File: src/rtl/ff_write_arbiter_pkg.sv
// Shared definitions for the enable flip-flop write arbiter.
//   state_t      : arbiter state encoding (2'd3 is unused and recovers to IDLE)
//   DEF_*        : default parameter values for NREQ / WIDTH / CNTW
//   MAX_NREQ     : largest supported requester count
//   rr_pick()    : round-robin winner search starting at a pointer
package ff_write_arbiter_pkg;

  typedef enum logic [1:0] {
    ST_IDLE  = 2'd0,
    ST_GRANT = 2'd1,
    ST_ACK   = 2'd2
  } state_t;

  localparam int DEF_NREQ  = 4;
  localparam int DEF_WIDTH = 4;
  localparam int DEF_CNTW  = 8;
  localparam int MAX_NREQ  = 8;

  // First set bit of req[nreq-1:0] found by scanning ptr, ptr+1, ... wrapping
  // at nreq. ptr must be below nreq. Returns 0 when no bit is set; callers
  // qualify the result with |req.
  function automatic logic [2:0] rr_pick(input logic [MAX_NREQ-1:0] req,
                                         input logic [2:0] ptr,
                                         input logic [3:0] nreq);
    logic [2:0] idx;
    logic       found;
    logic [3:0] sum;
    logic [2:0] pos;
    idx   = '0;
    found = 1'b0;
    for (int k = 0; k < MAX_NREQ; k++) begin
      // ptr and k are both below nreq, so a single subtraction wraps the sum.
      sum = {1'b0, ptr} + 4'(k);
      if (sum >= nreq) begin
        sum = sum - nreq;
      end
      pos = sum[2:0];
      if ((4'(k) < nreq) && !found && req[pos]) begin
        idx   = pos;
        found = 1'b1;
      end
    end
    return idx;
  endfunction

endpackage

File: src/rtl/ff_write_arbiter_if.sv
// Requester-side handshake bundle for the write arbiter.
//   req  : per-requester level request, held until ack or abandon
//   data : flattened write data, requester i on [i*WIDTH +: WIDTH]
//   gnt  : one-hot grant (registered)
//   ack  : one-cycle pulse when the granted data has been stored
// Modports: master = requester side, slave = arbiter side.
interface ff_write_arbiter_if #(
  parameter int NREQ  = 4,
  parameter int WIDTH = 4
);
  logic [NREQ-1:0]       req;
  logic [NREQ*WIDTH-1:0] data;
  logic [NREQ-1:0]       gnt;
  logic                  ack;

  modport master (output req, output data, input gnt, input ack);
  modport slave  (input req, input data, output gnt, output ack);
endinterface

File: src/rtl/ff_enable_reg.sv
// WIDTH-bit D flip-flop with load enable.
//   clock : rising-edge clock
//   reset : asynchronous active-low clear
//   en    : load d into q on the next rising edge
//   d     : data in
//   q     : stored value
module ff_enable_reg #(
  parameter int WIDTH = 4
) (
  input  logic             clock,
  input  logic             reset,
  input  logic             en,
  input  logic [WIDTH-1:0] d,
  output logic [WIDTH-1:0] q
);

  always_ff @(posedge clock or negedge reset) begin
    if (!reset) begin
      q <= '0;
    end else if (en) begin
      q <= d;
    end
  end

endmodule

File: src/rtl/ff_write_arbiter.sv
// Round-robin arbiter sequencing NREQ requesters onto one enable flip-flop
// register. Each transaction is IDLE (arbitrate) -> GRANT (write) -> ACK.
//   clock    : rising-edge clock
//   reset    : asynchronous active-low reset
//   bus      : requester handshake (req/data in, gnt/ack out)
//   owner    : index of the last requester whose write completed
//   busy     : high while in GRANT or ACK
//   q        : stored register value
//   wr_count : completed writes, wrapping modulo 2^CNTW
module ff_write_arbiter
  import ff_write_arbiter_pkg::*;
#(
  parameter int NREQ  = DEF_NREQ,
  parameter int WIDTH = DEF_WIDTH,
  parameter int CNTW  = DEF_CNTW,
  localparam int IW   = $clog2(NREQ)
) (
  input  logic              clock,
  input  logic              reset,
  ff_write_arbiter_if.slave bus,
  output logic [IW-1:0]     owner,
  output logic              busy,
  output logic [WIDTH-1:0]  q,
  output logic [CNTW-1:0]   wr_count
);

  state_t            state_reg;
  logic [IW-1:0]     ptr_reg;
  logic [IW-1:0]     win_reg;
  logic [NREQ-1:0]   gnt_reg;
  logic              ack_reg;
  logic              busy_reg;
  logic [IW-1:0]     owner_reg;
  logic [CNTW-1:0]   cnt_reg;

  logic [IW-1:0]     pick_idx;
  logic [IW-1:0]     ptr_next;
  logic              wr_en;
  logic [WIDTH-1:0]  wr_d;

  assign pick_idx = IW'(rr_pick(8'(bus.req), 3'(ptr_reg), 4'(NREQ)));
  assign ptr_next = (win_reg == IW'(NREQ - 1)) ? '0 : win_reg + 1'b1;

  // The register loads only while the granted requester still holds req;
  // dropping req in GRANT abandons the transaction with q untouched.
  assign wr_en = (state_reg == ST_GRANT) && bus.req[win_reg];
  assign wr_d  = bus.data[win_reg*WIDTH +: WIDTH];

  always_ff @(posedge clock or negedge reset) begin
    if (!reset) begin
      state_reg <= ST_IDLE;
      ptr_reg   <= '0;
      win_reg   <= '0;
      gnt_reg   <= '0;
      ack_reg   <= 1'b0;
      busy_reg  <= 1'b0;
      owner_reg <= '0;
      cnt_reg   <= '0;
    end else begin
      case (state_reg)
        ST_IDLE: begin
          if (|bus.req) begin
            state_reg <= ST_GRANT;
            win_reg   <= pick_idx;
            gnt_reg   <= NREQ'(1) << pick_idx;
            busy_reg  <= 1'b1;
          end else begin
            gnt_reg   <= '0;
          end
        end
        ST_GRANT: begin
          if (wr_en) begin
            state_reg <= ST_ACK;
            owner_reg <= win_reg;
            cnt_reg   <= cnt_reg + 1'b1;
            ptr_reg   <= ptr_next;
            ack_reg   <= 1'b1;
          end else begin
            // Abandon: pointer stays, so the next search restarts from it.
            state_reg <= ST_IDLE;
            gnt_reg   <= '0;
            busy_reg  <= 1'b0;
          end
        end
        ST_ACK: begin
          state_reg <= ST_IDLE;
          gnt_reg   <= '0;
          ack_reg   <= 1'b0;
          busy_reg  <= 1'b0;
        end
        default: begin
          state_reg <= ST_IDLE;
          gnt_reg   <= '0;
          ack_reg   <= 1'b0;
          busy_reg  <= 1'b0;
        end
      endcase
    end
  end

  ff_enable_reg #(
    .WIDTH (WIDTH)
  ) u_reg (
    .clock (clock),
    .reset (reset),
    .en    (wr_en),
    .d     (wr_d),
    .q     (q)
  );

  assign bus.gnt  = gnt_reg;
  assign bus.ack  = ack_reg;
  assign busy     = busy_reg;
  assign owner    = owner_reg;
  assign wr_count = cnt_reg;

endmodule

File: src/flat_wrapper.sv
// flat-port wrapper written by rule: the top's interface ports become plain ports
module ff_write_arbiter_flat import ff_write_arbiter_pkg::*;
#(
  parameter int NREQ  = DEF_NREQ,
  parameter int WIDTH = DEF_WIDTH,
  parameter int CNTW  = DEF_CNTW,
  localparam int IW   = $clog2(NREQ)
)
  (clock, reset, owner, busy, q, wr_count, bus_req, bus_data, bus_gnt, bus_ack);
  ff_write_arbiter_if #(.NREQ(NREQ), .WIDTH(WIDTH)) bus_i ();
  input  logic clock;
  input  logic reset;
  output logic [IW-1:0] owner;
  output logic busy;
  output logic [WIDTH-1:0] q;
  output logic [CNTW-1:0] wr_count;
  input wire logic [$bits(bus_i.req)-1:0] bus_req;
  input wire logic [$bits(bus_i.data)-1:0] bus_data;
  output wire logic [$bits(bus_i.gnt)-1:0] bus_gnt;
  output wire logic [$bits(bus_i.ack)-1:0] bus_ack;
  assign bus_i.req = bus_req;
  assign bus_i.data = bus_data;
  assign bus_gnt = bus_i.gnt;
  assign bus_ack = bus_i.ack;
  ff_write_arbiter #(.NREQ(NREQ), .WIDTH(WIDTH), .CNTW(CNTW)) u_core (.clock(clock), .reset(reset), .bus(bus_i), .owner(owner), .busy(busy), .q(q), .wr_count(wr_count));
endmodule
File: config.mk
export PLATFORM = sky130hd
export DESIGN_NAME = ff_write_arbiter_flat
export DESIGN_NICKNAME = d
export VERILOG_FILES = /design/src/rtl/ff_write_arbiter_pkg.sv /design/src/rtl/ff_write_arbiter_if.sv /design/src/rtl/ff_enable_reg.sv /design/src/rtl/ff_write_arbiter.sv /design/src/flat_wrapper.sv
export SDC_FILE = /design/constraint.sdc
export NUM_CORES = 1
export LEC_CHECK = 0
export CAP_MARGIN = 40
export CORE_UTILIZATION = 42
export DETAILED_ROUTE_END_ITERATION = 10
export PLACE_DENSITY = 0.78
export SYNTH_ARGS = -nofsm -noshare
export SYNTH_HDL_FRONTEND = slang
export SYNTH_SLANG_ARGS = --single-unit
File: constraint.sdc
create_clock -name clock -period 2.6 [get_ports clock]
set_input_delay 0.26 -clock clock [delete_from_list [all_inputs] [get_ports clock]]
set_output_delay 0.26 -clock clock [all_outputs]
set_load 0.02 [all_outputs]
==> run metrics, run 1 <==
most frequent cells in the layout=sky130_fd_sc_hd__clkdlybuf4s50_1, sky130_fd_sc_hd__dfrtp_1, sky130_fd_sc_hd__nand2_1, sky130_fd_sc_hd__mux2_2; overall die area=between 3000 and 4000 sq um; failing checks=design-rule violations; maximum number of pins on one net before global-route repair=27; Final Hold Viols=0; Yosys top cell by area=sky130_fd_sc_hd__dfrtp_1; post-synthesis cell area=1270 sq um; gr usage total=0.179; number of core rows=19; Die W=57.1 um; Finished Cell Area=1760 sq um; final core utilization=0.626; top cells by area, synth=sky130_fd_sc_hd__dfrtp_1, sky130_fd_sc_hd__mux4_2, sky130_fd_sc_hd__mux2_2; global-route wire length before repair=4490 um; Post-Synthesis Net Count=129; most common cell after layout, fill and taps aside=sky130_fd_sc_hd__clkdlybuf4s50_1; CTS Hold Buffers Added=0; layout cell share with drive strength beyond 1=0.129; number of global-route vias before repair=1013; Static Leakage=~0.74 nW; crit end category=register; antenna diode count=0; cell area after placement=1700 sq um; maximum buffer depth of the clock tree=2; Period Utilization, post-route=0.806; required arrival time at the worst endpoint=2.81 ns; count of antenna-violating nets left after detailed routing=0; cell count of the worst reg-to-reg path=4; Ys Warns=0; Yosys top cell area share=0.511; post-synth cell types=35; Routed Wire Length=2720 um; highest attainable clock frequency=approximately 480 MHz; Worst EP arrival=2.30 ns; actual slew at the worst max-slew pin=0.507 ns; average cell area after synthesis=12.1 sq um; relative slew slack=0.662; worst-path fanout max=16; post-layout net count=172; drt first pass iters=7; reg2reg setup slack=0.51 ns; iteration-0 DRC count of the detailed router=26; leftover overflow at the end of global routing=0; hpwl dp=2040 um; number of flip-flops in the largest register=8; Post-synth EDFFs=0; power per cell area=~1200 nW/um^2; TritonCTS clock tree=done; synthesized instance count=~110; post-route DRC violation count=12; routed via count=1008; routability congestion estimate from global placement=0.906; TNS Setup=0 ns; Slew Limit Fails=0; Setup violations, final=0; area growth from synthesis to layout=37.8%; Resized Gates After CTS=0; ys flop type=sky130_fd_sc_hd__dfrtp_1; I/O Buffers=41; number of maximum-capacitance constraint violations=0; Filler Cells Inserted=241; kind of critical path=register to register; setup repair after global routing missed its margin=no; clock sink count=26; post-synthesis async set-or-reset flop share=1.00; Clock Latency Late Sink=between 0.3 and 0.4 ns; core outline area=2810 sq um; Tightest Hold Check Type=input port to asynchronous set/reset pin; Root Driver=sky130_fd_sc_hd__clkbuf_4; CTS buffer count=3; clock skew=around 0.0017 ns; post-route worst hold slack=0.293 ns; flops & latches, synth=26; starting density of the core=0.454; Max H-tree Level=1; time the final worst path needs with I/O delays and setup=between 2 and 2.5 ns; number of buffers added for setup after CTS=0; IO Count=42; post-CTS clock slew at the launch and capture registers of the worst setup and hold paths=0.13 ns; kind of launch point of the worst setup path=register; routed length per instance=15.3 um; vias per cell=5.66; Die Height=roughly 57 um; antenna violations before repair=0; sequential area share after synthesis=0.511; run status=complete, but fails checks; Max VDD drop=0.000584 V
[path summary, 6_finish.rpt]
kind,to,start
setup reg to reg,u_core.wr_count[1],u_core.win_reg[0]
max in group asynchronous,u_core.u_reg.q[2],reset
hold reg to reg,u_core.wr_count[7],u_core.wr_count[7]
setup / recovery,u_core.wr_count[1],u_core.win_reg[0]
hold / removal,u_core.wr_count[3],reset
min in group clock,u_core.wr_count[7],u_core.wr_count[7]
[metrics by stage]
step | total power, mW | setup slack, ns | instances
after floorplan | 1.43 | 0.964 | 105
after global placement | 1.81 | 0.588 | 174
after detailed placement | 1.84 | 0.508 | 174
after CTS | 2.12 | 0.487 | 178
after global routing | 2.24 | 0.353 | 178
final | 2.10 | 0.506 | 178
[worst max-delay path, stage by stage, from the launching register on]
cell	delay (ns)
sky130_fd_sc_hd__dfrtp_1	0.57
sky130_fd_sc_hd__or3b_1	0.47
sky130_fd_sc_hd__o22ai_2	0.31
sky130_fd_sc_hd__buf_4	0.28
sky130_fd_sc_hd__mux2_2	0.36
[cell type report]
| cell class | count | area (sq um) | area share |
|---|---|---|---|
| Clock buffer | 3 | 22.5 | 0.0128 |
| Inverter | 6 | 22.5 | 0.0128 |
| Multi-Input combinational cell | 68 | 566 | 0.322 |
| Timing Repair Buffer | 43 | 425 | 0.242 |
| Clock inverter | 1 | 30.0 | 0.0171 |
| Tap cell | 31 | 38.8 | 0.0221 |
| Sequential cell | 26 | 651 | 0.371 |
[per-layer routing]
metal,GRT usage,up-vias,part of all wire
met4,0.0348,0,0
li1,-,470,-
met2,0.314,44,0.50
met1,0.231,494,0.42
met5,0,-,0
met3,0.0385,0,0.088
[report_power, final]
group | internal (mW) | switching [mW] | total [mW]
logic | 0.553 | 0.470 | 1.02
clock network | 0.156 | 0.112 | 0.267
registers | 0.585 | 0.223 | 0.808
total | 1.29 | 0.804 | 2.10
[cells in the mapped netlist (2+ instances only)]
cell,n
sky130_fd_sc_hd__o21ai_0,4
sky130_fd_sc_hd__nand2b_1,2
sky130_fd_sc_hd__and3_1,3
sky130_fd_sc_hd__nor2_1,4
sky130_fd_sc_hd__ha_1,2
sky130_fd_sc_hd__nand4_1,3
sky130_fd_sc_hd__inv_1,6
sky130_fd_sc_hd__buf_4,2
sky130_fd_sc_hd__mux2_2,7
sky130_fd_sc_hd__mux2i_1,2
sky130_fd_sc_hd__mux4_2,4
sky130_fd_sc_hd__dfrtp_1,26
sky130_fd_sc_hd__o41ai_1,2
sky130_fd_sc_hd__a32o_1,2
sky130_fd_sc_hd__a21oi_1,3
sky130_fd_sc_hd__nand2_1,9
sky130_fd_sc_hd__xnor2_1,6
[cell families after synthesis]
group | synth area share
DFF | 0.511
adders and majority gates | 0.0196
xor gates and xnor gates | 0.0481
and+or+nand+nor | 0.105
AOI/OAI and AO/OA | 0.123
muxes | 0.148
buffers and inverters | 0.0452
No activity file was read; power rests on OpenSTA's default activity.
==> run 2: changes to the inputs <==
Settings changed: CORE_UTILIZATION 42 to 40.
Clock period 2.6 ns to 1.9 ns, I/O delays scaled along.
==> run 2 against run 1 <==
  * The flow now finishes without violations
  * Register-to-register slack worse by 0.28 ns
  * Worst setup slack worse by 0.28 ns
  * Die area up 4.8%
  * Routed wire length up 2.5%
  * First-iteration DRC count down 35%
==> run metrics, run 2 (synthesis results as in run 1) <==
run status=complete, no violations; Slew Limit Fails=0 (unchanged); required arrival time at the worst endpoint=2.11 ns (-0.70 ns); highest attainable clock frequency=596 MHz (+25%); TritonCTS clock tree=done; layout cell share with drive strength beyond 1=0.158 (+0.0286); number of buffers and inverters on the critical path=1 (unchanged); kind of launch point of the worst setup path=register; number of maximum-capacitance constraint violations=0 (unchanged); Max H-tree Level=1 (unchanged); final core utilization=0.602 (-0.0241); relative slew slack=0.742 (+0.0801); Resized Gates After CTS=0 (unchanged); Static Leakage=0.773 nW (+3.8%); number of global-route vias before repair=1072 (+5.8%); Max VDD drop=0.000764 V (+31%); actual slew at the worst max-slew pin=0.384 ns (-0.123 ns); Routed Wire Length=2790 um (+2.5%); routability congestion estimate from global placement=0.834 (-8.0%); hpwl dp=2140 um (+5.1%); number of buffers added for setup after CTS=0 (unchanged); Post-Layout Cell Count=196 (+10%); worst-path fanout max=22 (+6); TNS Setup=0 ns (unchanged); time the final worst path needs with I/O delays and setup=1.68 ns (-0.416 ns); post-route DRC violation count=0 (-12); number of core rows=20 (+1); vias per cell=5.30 (-6.4%); power per cell area=1650 nW/um^2 (+38%); most frequent cells in the layout=sky130_fd_sc_hd__clkdlybuf4s50_1, sky130_fd_sc_hd__dfrtp_1, sky130_fd_sc_hd__nand2_1, sky130_fd_sc_hd__mux2_2; Worst EP arrival=1.89 ns (-0.41 ns); IO Count=42 (unchanged); CTS Hold Buffers Added=0 (unchanged); Power, Total=3.00 mW (+43%); post-layout net count=177 (+2.9%); antenna diode count=0 (unchanged); cell count after placement=192 (+10%); leftover overflow at the end of global routing=0 (unchanged); Clock Latency Late Sink=0.32 ns (about the same); iteration-0 DRC count of the detailed router=17 (-35%); cell at the slowest stage of the critical path=sky130_fd_sc_hd__or3b_1; count of antenna-violating nets left after detailed routing=0 (unchanged); post-CTS clock slew at the launch and capture registers of the worst setup and hold paths=0.15 ns (+0.02 ns); drt first pass iters=4 (-3); Period Utilization, post-route=0.884 (+0.0780); CTS buffer count=3 (unchanged); kind of critical path=register to register; Final Hold Viols=0 (unchanged); routed via count=1039 (+3.1%); most common cell after layout, fill and taps aside=sky130_fd_sc_hd__clkdlybuf4s50_1; number of flip-flops in the largest register=8 (unchanged); clock sink count=26 (unchanged); Die W=58.4 um (+2.4%); cell family with most CP delay=simple AND/OR/NAND/NOR gates; starting density of the core=0.421 (-0.0334); maximum number of pins on one net before global-route repair=27 (unchanged); setup repair after global routing missed its margin=no; global-route wire length before repair=4820 um (+7.2%); core outline area=3030 sq um (+7.9%); largest stage delay on the critical path=0.42 ns (-0.15 ns); antenna violations before repair=0 (unchanged); routed length per instance=14.2 um (-6.9%); I/O Buffers=41 (unchanged); crit end category=register; area growth from synthesis to layout=43.0%; Root Driver=sky130_fd_sc_hd__clkbuf_4; Setup violations, final=0 (unchanged); Tightest Hold Check Type=input port to asynchronous set/reset pin; clock skew=0.0134 ns (+0.0117 ns); Die Height=58.4 um (+2.4%); maximum buffer depth of the clock tree=2 (unchanged); gr usage total=0.186 (+0.00658); overall die area=3410 sq um (+4.8%); cells along the critical path=or3b_1, o22ai_2, buf_12, mux2_2
run 2: report_power, final:
part	switching, mW	internal, mW
Clock	0.162	0.213
Sequential	0.186	0.801
Combinational	0.781	0.860
run 2: per-layer routing:
metal / wire, um / up-vias / part of all wire / global-route usage
met2: 1420 / 40 / 0.51 / 0.330
met3: 178 / 4 / 0.064 / 0.0418
met4: 29 / 0 / 0.010 / 0.0578
met5: 0 / - / 0 / 0
met1: 1160 / 516 / 0.42 / 0.225
li1: - / 479 / - / -
run 2: worst register-to-register path: stages, from the launching register on:
cell and delay [ns]:
sky130_fd_sc_hd__dfrtp_1 0.40, sky130_fd_sc_hd__or3b_1 0.42, sky130_fd_sc_hd__o22ai_2 0.22, sky130_fd_sc_hd__buf_12 0.19, sky130_fd_sc_hd__mux2_2 0.35
run 2: worst paths after layout:
check	start	endpoint	slack, ns	cells past startpoint
worst max-delay path	u_core.win_reg[0]	u_core.ptr_reg[1]	0.22	4
worst min-delay path	reset	u_core.bus.gnt[3]	0.21	2
worst max register to register	u_core.win_reg[0]	u_core.ptr_reg[1]	0.22	4
worst min register to register	u_core.wr_count[7]	u_core.wr_count[7]	0.50	1
max in group asynchronous	reset	u_core.owner[1]	1.44	2
min in group clock	u_core.wr_count[7]	u_core.wr_count[7]	0.50	1
run 2: area by class of cell:
type	count	area, sq um
Clock buffer	3	22.5
Clock inverter	1	30.0
Fill cell	258	1210
Inverter	6	22.5
Multi-Input combinational cell	68	566
Sequential cell	26	651
Tap cell	44	55.1
Timing Repair Buffer	48	475
run 2: metrics by stage:
step                      area, sq um  worst slack, ns  hold slack (ns)
after CTS                        1820            0.230            0.223
after detailed placement         1770            0.125            0.472
after floorplan                  1270            0.264           -0.106
after global routing             1820            0.189            0.254
after global placement           1770            0.179            0.462
final                            1820            0.221            0.214
==> run 3: changes to the inputs <==
Settings changed: ABC_AREA from default to 0.
==> results of run 3 <==
The final DEF is identical to that of run 2; final timing and power are the same.
